`src/rtl/sat_cnt.sv`:
```
// Saturating up-counter with asynchronous active-low clear.
module sat_cnt #(
    parameter int W = 4
) (
    input  logic         clk,
    input  logic         clr,
    input  logic         inc,
    output logic [W-1:0] cnt
);

    localparam logic [W-1:0] CNT_MAX = {W{1'b1}};

    logic [W-1:0] cnt_r;

    // Count up on inc, holding at all-ones.
    always_ff @(posedge clk or negedge clr) begin
        if (!clr) begin
            cnt_r <= {W{1'b0}};
        end else if (inc && (cnt_r != CNT_MAX)) begin
            cnt_r <= cnt_r + W'(1);
        end else begin
            cnt_r <= cnt_r;
        end
    end

    assign cnt = cnt_r;

endmodule

```
`config.mk`:
```
export PLATFORM = sky130hd
export DESIGN_NAME = sat_cnt
export DESIGN_NICKNAME = d
export VERILOG_FILES = /design/src/rtl/sat_cnt.sv
export SDC_FILE = /design/constraint.sdc
export NUM_CORES = 1
export LEC_CHECK = 0
export BUFFER_PORTS_ARGS = -buffer_cell sky130_fd_sc_hd__buf_4
export CAP_MARGIN = 15
export CORE_AREA = 2 2 39 41
export DETAILED_ROUTE_END_ITERATION = 10
export DIE_AREA = 0 0 41 43
export PLACE_DENSITY = 0.4
export SYNTH_ARGS = -nofsm -noshare
export SYNTH_HDL_FRONTEND = slang
export SYNTH_SLANG_ARGS = --single-unit
```
`constraint.sdc`:
```
create_clock -name clk -period 2.25 [get_ports clk]
set_input_delay 0.1125 -clock clk [delete_from_list [all_inputs] [get_ports clk]]
set_output_delay 0.1125 -clock clk [all_outputs]
set_load 0.02 [all_outputs]
```
==> results of run 1 <==
==> stage by stage <==
step / cell area, um2 / setup slack [ns]
after global placement: 275 / 0.993
after CTS: 308 / 0.970
after detailed placement: 275 / 0.980
after floorplan: 210 / 0.960
after global routing: 308 / 0.895
final: 308 / 0.981
==> power groups by stage <==
stage	Combinational, mW	Sequential, mW	Clock (mW)
final	0.198	0.165	0.0884
after global routing	0.220	0.172	0.0969
after CTS	0.200	0.165	0.0921
after detailed placement	0.199	0.166	0
after global placement	0.197	0.168	0
after floorplan	0.0781	0.198	0
==> how the worst min path moves through the flow <==
stage | endpoint | cells past startpoint
3_3_place_gp | cnt[1]$_DFFE_PN0P_ | 1
5_1_grt | cnt[1]$_DFFE_PN0P_ | 3
2_1_floorplan | cnt[0]$_DFFE_PN0P_ | 0
6_report | cnt[1]$_DFFE_PN0P_ | 3
3_5_place_dp | cnt[0]$_DFFE_PN0P_ | 1
4_1_cts | cnt[1]$_DFFE_PN0P_ | 3
==> worst max-delay path, cell delays in order, from the launching register on <==
cell and delay, ns:
dfrtp_1 0.42, ha_1 0.28, nand2b_1 0.16, mux2_1 0.28
==> layer usage <==
layer | track usage (%) | vias up
met4 | 8.00 | 0
met2 | 8.13 | 6
li1 | - | 96
met3 | 4.71 | 3
met1 | 6.73 | 99
met5 | 0 | -
==> cell usage after synthesis (all sizes together) <==
library cell  count
dfrtp             4
nand2b            4
nand4             3
o211ai            2
a21oi             1
a31oi             1
and3              1
ha                1
mux2              1
nand2             1
nor2b             1
==> layout make-up <==
| cell class | count | area share [%] |
|---|---|---|
| timing repair buffer | 7 | 17.9 |
| clock buffer | 3 | 7.32 |
| multi-input combinational | 16 | 35.8 |
| sequential | 4 | 32.5 |
| tap | 16 | 6.50 |
==> logic make-up (layout without fill, tap and decap cells) <==
family,count (synthesis),count (layout)
AOI/OAI and AO/OA,4,4
adders and majority gates,1,1
buffers and inverters,0,10
DFF,4,4
muxes,1,1
and+or+nand+nor,10,10
==> flow_metrics.env, run 1 <==
export IMPL_finalWirelength_um=454
export IMPL_synth_top_family_by_area="simple AND/OR/NAND/NOR gates"
export IMPL_tns_ns=0
export IMPL_synthXorXnorAreaFrac_pct=0
export IMPL_rsz0062_at_grt="false"
export IMPL_critPathMaxFanout=6
export IMPL_cp_end_kind="register"
export IMPL_max_freq_mhz=788
export IMPL_hold_class="input port to register"
export IMPL_power_share_clock_pct=19.6
export IMPL_wl_met3_um=28
export IMPL_postCtsSetupBuffers=0
export IMPL_p_comb_share_pct=43.8
export IMPL_finClkSkew_ns=0.00410
export IMPL_switching_share_pct=41.4
export IMPL_timing_rr_end="cnt[3]$_DFFE_PN0P_"
export IMPL_routed_top_layer="met4"
export IMPL_synthAdderAreaFrac_pct=5.95
export IMPL_track_usage_pct=6.82
export IMPL_p_leak_nw=0.133
export IMPL_wl_per_cell_um=9.87
export IMPL_worstSetupEndpoint="cnt[3]$_DFFE_PN0P_"
export IMPL_vias=204
export IMPL_drt_iter0_drc=7
export IMPL_route_detailed_drc=0
export IMPL_maxCapViolCount=0
export IMPL_fin_cells=46
export IMPL_largest_reg_flops=4
export IMPL_yosys_top_cells_area="dfrtp_1, nand2b_1, nand4_1, o211ai_1, ha_1"
export IMPL_crit_required_ns=2.36
export IMPL_layout_common_cells="buf_4, nand2b_1, dfrtp_1"
export IMPL_core_um2=1380
export IMPL_cts_sinks=4
export IMPL_synth_compound_area_share_pct=12.5
export IMPL_root_buffer="clkbuf_4"
export IMPL_n_fill_cell=153
export IMPL_finalHoldViolations=0
export IMPL_worst_r2r_cell_count=3
export IMPL_r2r_start="cnt[0]$_DFFE_PN0P_"
export IMPL_yosys_area_share_simple_pct=28.6
export IMPL_grt_pass1_vias=181
export IMPL_yosys_mux_area_fraction_pct=5.36
export IMPL_p_int_uw=264
export IMPL_synth_seq_area_share_pct=47.6
export IMPL_ys_seq_elements=4
export IMPL_critPathKind="register to register"
export IMPL_detail_route_vias_per_cell=4.43
export IMPL_crit_path_start="cnt[0]$_DFFE_PN0P_"
export IMPL_rrSetupSlack_ns=0.98
export IMPL_ant_nets=0
export IMPL_diodes=0
export IMPL_clock_path_buffers=2
export IMPL_synth_cell_types=11
export IMPL_cellPowerDensity_nw_per_um2=1470
export IMPL_cts_tree="yes"
export IMPL_synth_top_area_share_pct=47.6
export IMPL_syn_to_final_growth_pct=46.4
export IMPL_layout_commonest_cell="buf_4"
export IMPL_synth_nets=24
export IMPL_hp_start="inc"
export IMPL_seq_power_share_pct=36.6
export IMPL_cts_buffers=3
export IMPL_drv_slew=0
export IMPL_vdd_drop_max_mv=0.358
export IMPL_m1WireLength_um=180
export IMPL_start_util_pct=15.2
export IMPL_final_nets=36
export IMPL_grt_pass1_wl_um=724
export IMPL_drive_gt1_share_pct=30.0
export IMPL_cts_resized=0
export IMPL_grt_max_degree=8
export IMPL_dp_cells=42
export IMPL_regArea_um2=100
export IMPL_layout_min_cycle_time_ns=1.27
export IMPL_path_clk_slew_ns=0.04
export IMPL_crit_path_start_kind="register"
export IMPL_die_area_um2=1760
export IMPL_multiInputGateArea_um2=110
export IMPL_drtPass1Iterations=4
export IMPL_worst_pin_slew_ns=0.201
export IMPL_fin_crit_sh_pct=56.4
export IMPL_report_power_total_uw=451
export IMPL_rows=14
export IMPL_overflow=0
export IMPL_setup_viol=0
export IMPL_switching_power_uw=187
export IMPL_antenna_found_initial=0
export IMPL_met2WireLength_um=228
export IMPL_netlist_area_um2=210
export IMPL_die_w_um=41
export IMPL_clk_latency_ns=0.24
export IMPL_gp_congestion=0.615
export IMPL_ios=7
export IMPL_htree_levels=1
export IMPL_postCtsHoldBufs=1
export IMPL_hold_slack_ns=0.185
export IMPL_syn_inst=20
export IMPL_numPortBuffers=6
export IMPL_slew_headroom_pct=86.6
export IMPL_ys_warn_count=0
export IMPL_outcome="finished clean"
export IMPL_synth_area_per_cell_um2=10.5
export IMPL_crit_arrival_ns=1.38
export IMPL_yosysTopAreaCell="dfrtp_1"
export IMPL_dieHeight_um=43
export IMPL_postLayoutCoreUtil_pct=22.2
Note: power is estimated with default switching activity, not from simulation.
==> inputs of run 2 (changes only) <==
- ABC_AREA: not set -> 1
- clock period: 2.25 -> 1.31 ns (I/O delays scaled with it)
==> flow_metrics.env, run 2 <==
export IMPL_grt_pass1_wl_um=800
export IMPL_root_buffer="clkbuf_4"
export IMPL_numPortBuffers=6
export IMPL_report_power_total_uw=793
export IMPL_dieHeight_um=43
export IMPL_synth_area_per_cell_um2=8.60
export IMPL_dp_hpwl_um=359
export IMPL_synthTopCellsByCount="nand2_1, dfrtp_1, inv_1"
export IMPL_die_area_um2=1760
export IMPL_finalHoldViolations=0
export IMPL_clk_latency_ns=0.23
export IMPL_cts_buffers=3
export IMPL_overflow=0
export IMPL_core_um2=1380
export IMPL_finalWirelength_um=428
export IMPL_antenna_found_initial=0
export IMPL_cp_end_kind="register"
export IMPL_timing_rr_end="cnt[2]$_DFFE_PN0P_"
export IMPL_switching_share_pct=42.4
export IMPL_cellPowerDensity_nw_per_um2=2610
export IMPL_postLayoutCoreUtil_pct=22.0
export IMPL_postCtsSetupBuffers=0
export IMPL_ant_nets=0
export IMPL_r2r_start="cnt[0]$_DFFE_PN0P_"
export IMPL_setup_viol=0
export IMPL_start_util_pct=14.9
export IMPL_layout_min_cycle_time_ns=1.14
export IMPL_vdd_drop_max_mv=0.519
export IMPL_gp_congestion=0.663
export IMPL_p_leak_nw=0.153
export IMPL_drt_iter0_drc=2
export IMPL_met2WireLength_um=212
export IMPL_htree_levels=1
export IMPL_synth_compound_area_share_pct=6.06
export IMPL_n_fill_cell=156
export IMPL_vias=190
export IMPL_seq_power_share_pct=35.5
export IMPL_maxCapViolCount=0
export IMPL_syn_inst=24
export IMPL_worst_r2r_cell_count=5
export IMPL_final_nets=40
export IMPL_route_detailed_drc=0
export IMPL_max_freq_mhz=875
export IMPL_die_w_um=41
export IMPL_p_comb_share_pct=45.4
export IMPL_drv_slew=0
export IMPL_slew_headroom_pct=86.9
export IMPL_crit_required_ns=1.43
export IMPL_yosys_area_share_simple_pct=29.7
export IMPL_ys_flop_type="dfrtp_1"
export IMPL_rsz0062_at_grt="false"
export IMPL_grt_pass1_vias=205
export IMPL_tns_ns=0
export IMPL_drive_gt1_share_pct=35.3
export IMPL_wl_met3_um=47
export IMPL_synth_top_area_share_pct=48.5
export IMPL_cts_sinks=4
export IMPL_rows=14
export IMPL_power_share_clock_pct=19.1
export IMPL_netlist_area_um2=206
export IMPL_hold_class="input port to async pin"
export IMPL_m1WireLength_um=168
export IMPL_switching_power_uw=336
export IMPL_largest_reg_flops=4
export IMPL_postSynth_asyncResetShare_pct=100
export IMPL_yosysMostFrequentCell="nand2_1"
export IMPL_wl_per_cell_um=8.56
export IMPL_ys_warn_count=0
export IMPL_yosysTopAreaCell="dfrtp_1"
export IMPL_path_clk_slew_ns=0.04
export IMPL_synthXorXnorAreaFrac_pct=4.24
export IMPL_yosys_top_cells_area="dfrtp_1, nand2_1, ha_1, nand3_2, xnor2_1"
export IMPL_drtPass1Iterations=2
export IMPL_track_usage_pct=7.46
export IMPL_crit_arrival_ns=1.26
export IMPL_grt_max_degree=7
export IMPL_crit_path_start_kind="register"
export IMPL_fin_crit_sh_pct=87.3
export IMPL_diodes=0
export IMPL_detail_route_vias_per_cell=3.80
export IMPL_synth_seq_area_share_pct=48.5
export IMPL_cts_tree="yes"
export IMPL_synth_edf_count=0
export IMPL_synth_top_family_by_area="simple AND/OR/NAND/NOR gates"
export IMPL_ys_seq_elements=4
export IMPL_worst_pin_slew_ns=0.196
export IMPL_synth_cell_types=12
export IMPL_ios=7
export IMPL_syn_to_final_growth_pct=47.3
export IMPL_critPathMaxFanout=5
export IMPL_routed_top_layer="met3"
export IMPL_clock_path_buffers=2
export IMPL_yosys_mux_area_fraction_pct=0
export IMPL_synthAdderAreaFrac_pct=6.06
export IMPL_p_int_uw=457
export IMPL_critPathKind="register to register"
export IMPL_outcome="finished clean"
export IMPL_synth_nets=28
export IMPL_finClkSkew_ns=0.00201
export IMPL_layout_commonest_cell="nand2_1"
export IMPL_layout_common_cells="nand2_1, buf_4, dfrtp_1"
export IMPL_rrSetupSlack_ns=0.17
## run 2: cell count changes after synthesis, sizes merged, moves of 2 or more
cell,before,now
nand2,1,10
o211ai,2,0
nand3,0,2
nand4,3,1
nand2b,4,0
inv,0,3
## run 2: metrics by stage
stage / cells / hold WS, ns / setup WS [ns] / area, um2
5_1_grt: 50 / 0.162 / 0.0606 / 304
2_1_floorplan: 24 / -0.230 / 0.131 / 206
3_3_place_gp: 46 / -0.134 / 0.182 / 272
4_1_cts: 50 / 0.151 / 0.151 / 304
6_report: 50 / 0.160 / 0.167 / 304
3_5_place_dp: 46 / -0.133 / 0.165 / 272
## run 2: power groups by stage
stage / combinational, mW / clock [mW] / sequential (mW)
2_1_floorplan: 0.151 / 0 / 0.344
3_3_place_gp: 0.364 / 0 / 0.276
3_5_place_dp: 0.365 / 0 / 0.283
4_1_cts: 0.369 / 0.161 / 0.282
5_1_grt: 0.415 / 0.168 / 0.298
6_report: 0.360 / 0.152 / 0.281
## run 2: repair_timing
item	in CTS	in global routing
gates resized for setup	0	0
hold buffers	1	0
hold endpoints to repair	4	0
## run 2: logic make-up (layout without fill, tap and decap cells)
| logic type | Yosys count | in the layout |
|---|---|---|
| compound gates | 2 | 2 |
| xor+xnor | 1 | 1 |
| fa+ha+maj | 1 | 1 |
| buf+inv | 3 | 13 |
| flops | 4 | 4 |
| simple gates | 13 | 13 |
## run 2: cell type report
class | instances | area, um2 | share of cell area [%]
Clock buffer | 3 | 22.5 | 7.41
Inverter | 3 | 11.3 | 3.70
Timing Repair Buffer | 7 | 55.1 | 18.1
Sequential cell | 4 | 100 | 32.9
Multi-Input combinational cell | 17 | 95.1 | 31.3
Tap cell | 16 | 20.0 | 6.58
## run 2: layer usage
layer	up-vias	GRT usage, %
li1	98	-
met1	85	8.14
met2	7	9.69
met3	0	3.14
met4	0	8.00
met5	-	0
## run 2: worst max-delay path, cell delays in order, from the launching register on
cell	delay (ns)
dfrtp_1	0.42
ha_1	0.26
nand3_2	0.08
nand2_2	0.09
o21bai_1	0.13
inv_1	0.05
## run 2: how the worst max path moves through the flow
stage | start | slack [ns] | end | cells after the start
3_5_place_dp | cnt[0]$_DFFE_PN0P_ | 0.17 | cnt[2]$_DFFE_PN0P_ | 5
2_1_floorplan | cnt[0]$_DFFE_PN0P_ | 0.13 | cnt[2]$_DFFE_PN0P_ | 5
6_report | cnt[0]$_DFFE_PN0P_ | 0.17 | cnt[2]$_DFFE_PN0P_ | 5
5_1_grt | cnt[0]$_DFFE_PN0P_ | 0.06 | cnt[2]$_DFFE_PN0P_ | 5
3_3_place_gp | cnt[0]$_DFFE_PN0P_ | 0.18 | cnt[2]$_DFFE_PN0P_ | 5
4_1_cts | cnt[0]$_DFFE_PN0P_ | 0.15 | cnt[2]$_DFFE_PN0P_ | 5
==> inputs of run 3 (changes only) <==
--- a/config.mk
+++ b/config.mk
@@ -10,4 +10,5 @@
 export CAP_MARGIN = 15
 export CORE_AREA = 2 2 39 41
+export CTS_CLUSTER_SIZE = 25
 export DETAILED_ROUTE_END_ITERATION = 10
 export DIE_AREA = 0 0 41 43
==> constraint.sdc (replaced) <==
create_clock -name clk -period 1.31 [get_ports clk]
set_input_delay 0.0655 -clock clk [delete_from_list [all_inputs] [get_ports clk]]
set_output_delay 0.0655 -clock clk [all_outputs]
set_load 0.05 [all_outputs]
==> flow_metrics.env, run 3 (synthesized netlist as in run 2, its figures left out) <==
export IMPL_outcome="finished clean"
export IMPL_dieHeight_um=43
export IMPL_layout_commonest_cell="nand2_1"
export IMPL_rsz0062_at_grt="false"
export IMPL_cp_top_family="flip-flops"
export IMPL_ios=7
export IMPL_tns_ns=0
export IMPL_cp_end_kind="register"
export IMPL_syn_to_final_growth_pct=48.5
export IMPL_path_clk_slew_ns=0.04
export IMPL_diodes=0
export IMPL_overflow=0
export IMPL_cts_tree="yes"
export IMPL_crit_required_ns=1.43
export IMPL_numPortBuffers=6
export IMPL_final_nets=40
export IMPL_critPathMaxFanout=5
export IMPL_track_usage_pct=6.45
export IMPL_maxCapViolCount=0
export IMPL_crit_path_start_kind="register"
export IMPL_layout_min_cycle_time_ns=1.16
export IMPL_slew_headroom_pct=85.9
export IMPL_critPathKind="register to register"
export IMPL_setup_viol=0
export IMPL_dp_hpwl_um=323
export IMPL_clk_latency_ns=0.23
export IMPL_drt_iter0_drc=0
export IMPL_rrSetupSlack_ns=0.15
export IMPL_rows=14
export IMPL_finalWirelength_um=417
export IMPL_fin_crit_sh_pct=88.5
export IMPL_finClkSkew_ns=0.000270
export IMPL_core_um2=1380
export IMPL_clock_path_buffers=2
export IMPL_grt_max_degree=7
export IMPL_die_w_um=41
export IMPL_vias=184
export IMPL_cp_slowest_stage_delay_ns=0.43
export IMPL_cts_buffers=3
export IMPL_grt_pass1_wl_um=690
export IMPL_detail_route_vias_per_cell=3.68
export IMPL_drv_slew=0
export IMPL_drtPass1Iterations=1
export IMPL_finalHoldViolations=0
export IMPL_root_buffer="clkbuf_4"
export IMPL_postLayoutCoreUtil_pct=22.2
export IMPL_route_detailed_drc=0
export IMPL_layout_common_cells="nand2_1, buf_4, clkbuf_4"
export IMPL_timing_critical_path_cells="ha_1, nand3_2, nand2_2, o21bai_1, inv_1"
export IMPL_hold_class="input port to async pin"
export IMPL_postCtsSetupBuffers=0
export IMPL_cts_sinks=4
export IMPL_crit_buf_inv=1
export IMPL_die_area_um2=1760
export IMPL_drive_gt1_share_pct=41.2
export IMPL_ant_nets=0
export IMPL_crit_arrival_ns=1.28
export IMPL_worst_pin_slew_ns=0.212
export IMPL_gp_congestion=0.622
export IMPL_largest_reg_flops=4
export IMPL_cts_resized=0
export IMPL_htree_levels=1
export IMPL_cp_slowest_cell="dfrtp_2"
export IMPL_grt_pass1_vias=187
export IMPL_max_freq_mhz=862
export IMPL_start_util_pct=14.9
export IMPL_antenna_found_initial=0
export IMPL_n_fill_cell=154
export IMPL_wl_per_cell_um=8.34
[run 3: cell counts in the layout (fill, tap and decap cells not counted)]
No cell type changed its count.
[run 3: per-layer routing]
layer / vias up / track usage, % / wire length, um
met5: - / 0 / 0
met4: 0 / 8.00 / 0
met3: 0 / 3.14 / 31
met2: 6 / 7.50 / 180
met1: 81 / 7.14 / 206
li1: 97 / - / -
[run 3: worst reg2reg max path: stages, from the launching register on]
cell      delay (ns)
dfrtp_2         0.43
ha_1            0.25
nand3_2         0.09
nand2_2         0.09
o21bai_1        0.13
inv_1           0.05
[run 3: layout make-up]
type / instances / area (um2) / area share [%]
Clock buffer: 3 / 22.5 / 7.35
Multi-Input combinational cell: 17 / 95.1 / 31.0
Tap cell: 16 / 20.0 / 6.53
Timing Repair Buffer: 7 / 55.1 / 18.0
Inverter: 3 / 11.3 / 3.67
Sequential cell: 4 / 103 / 33.5
[run 3: timing repair]
item	CTS	global route
hold buffers	1	0
hold endpoints to repair	4	0
endpoints found under the setup margin	0	0
[run 3: path summary, 6_finish.rpt]
kind / startpoint / endpoint / cells after the start
max: cnt[0]$_DFFE_PN0P_ / cnt[2]$_DFFE_PN0P_ / 5
min: clr / cnt[2]$_DFFE_PN0P_ / 2
max reg2reg: cnt[0]$_DFFE_PN0P_ / cnt[2]$_DFFE_PN0P_ / 5
min reg2reg: cnt[1]$_DFFE_PN0P_ / cnt[1]$_DFFE_PN0P_ / 2
max in group asynchronous: clr / cnt[1]$_DFFE_PN0P_ / 2
min in group clk: inc / cnt[1]$_DFFE_PN0P_ / 4
[run 3: per-stage QoR]
stage               hold slack [ns]  setup slack, ns  area, um2  cells
finish                        0.161            0.150        307     50
global route                  0.162           0.0797        307     50
CTS                           0.149            0.152        307     50
floorplan                    -0.230           0.0747        209     24
detailed placement           -0.135            0.158        274     46
global placement             -0.135            0.168        274     46
Power of run 3 is left out: the tool's default activity adds up to more than one toggle a clock period on the data nets, which glitch-free logic cannot reach.
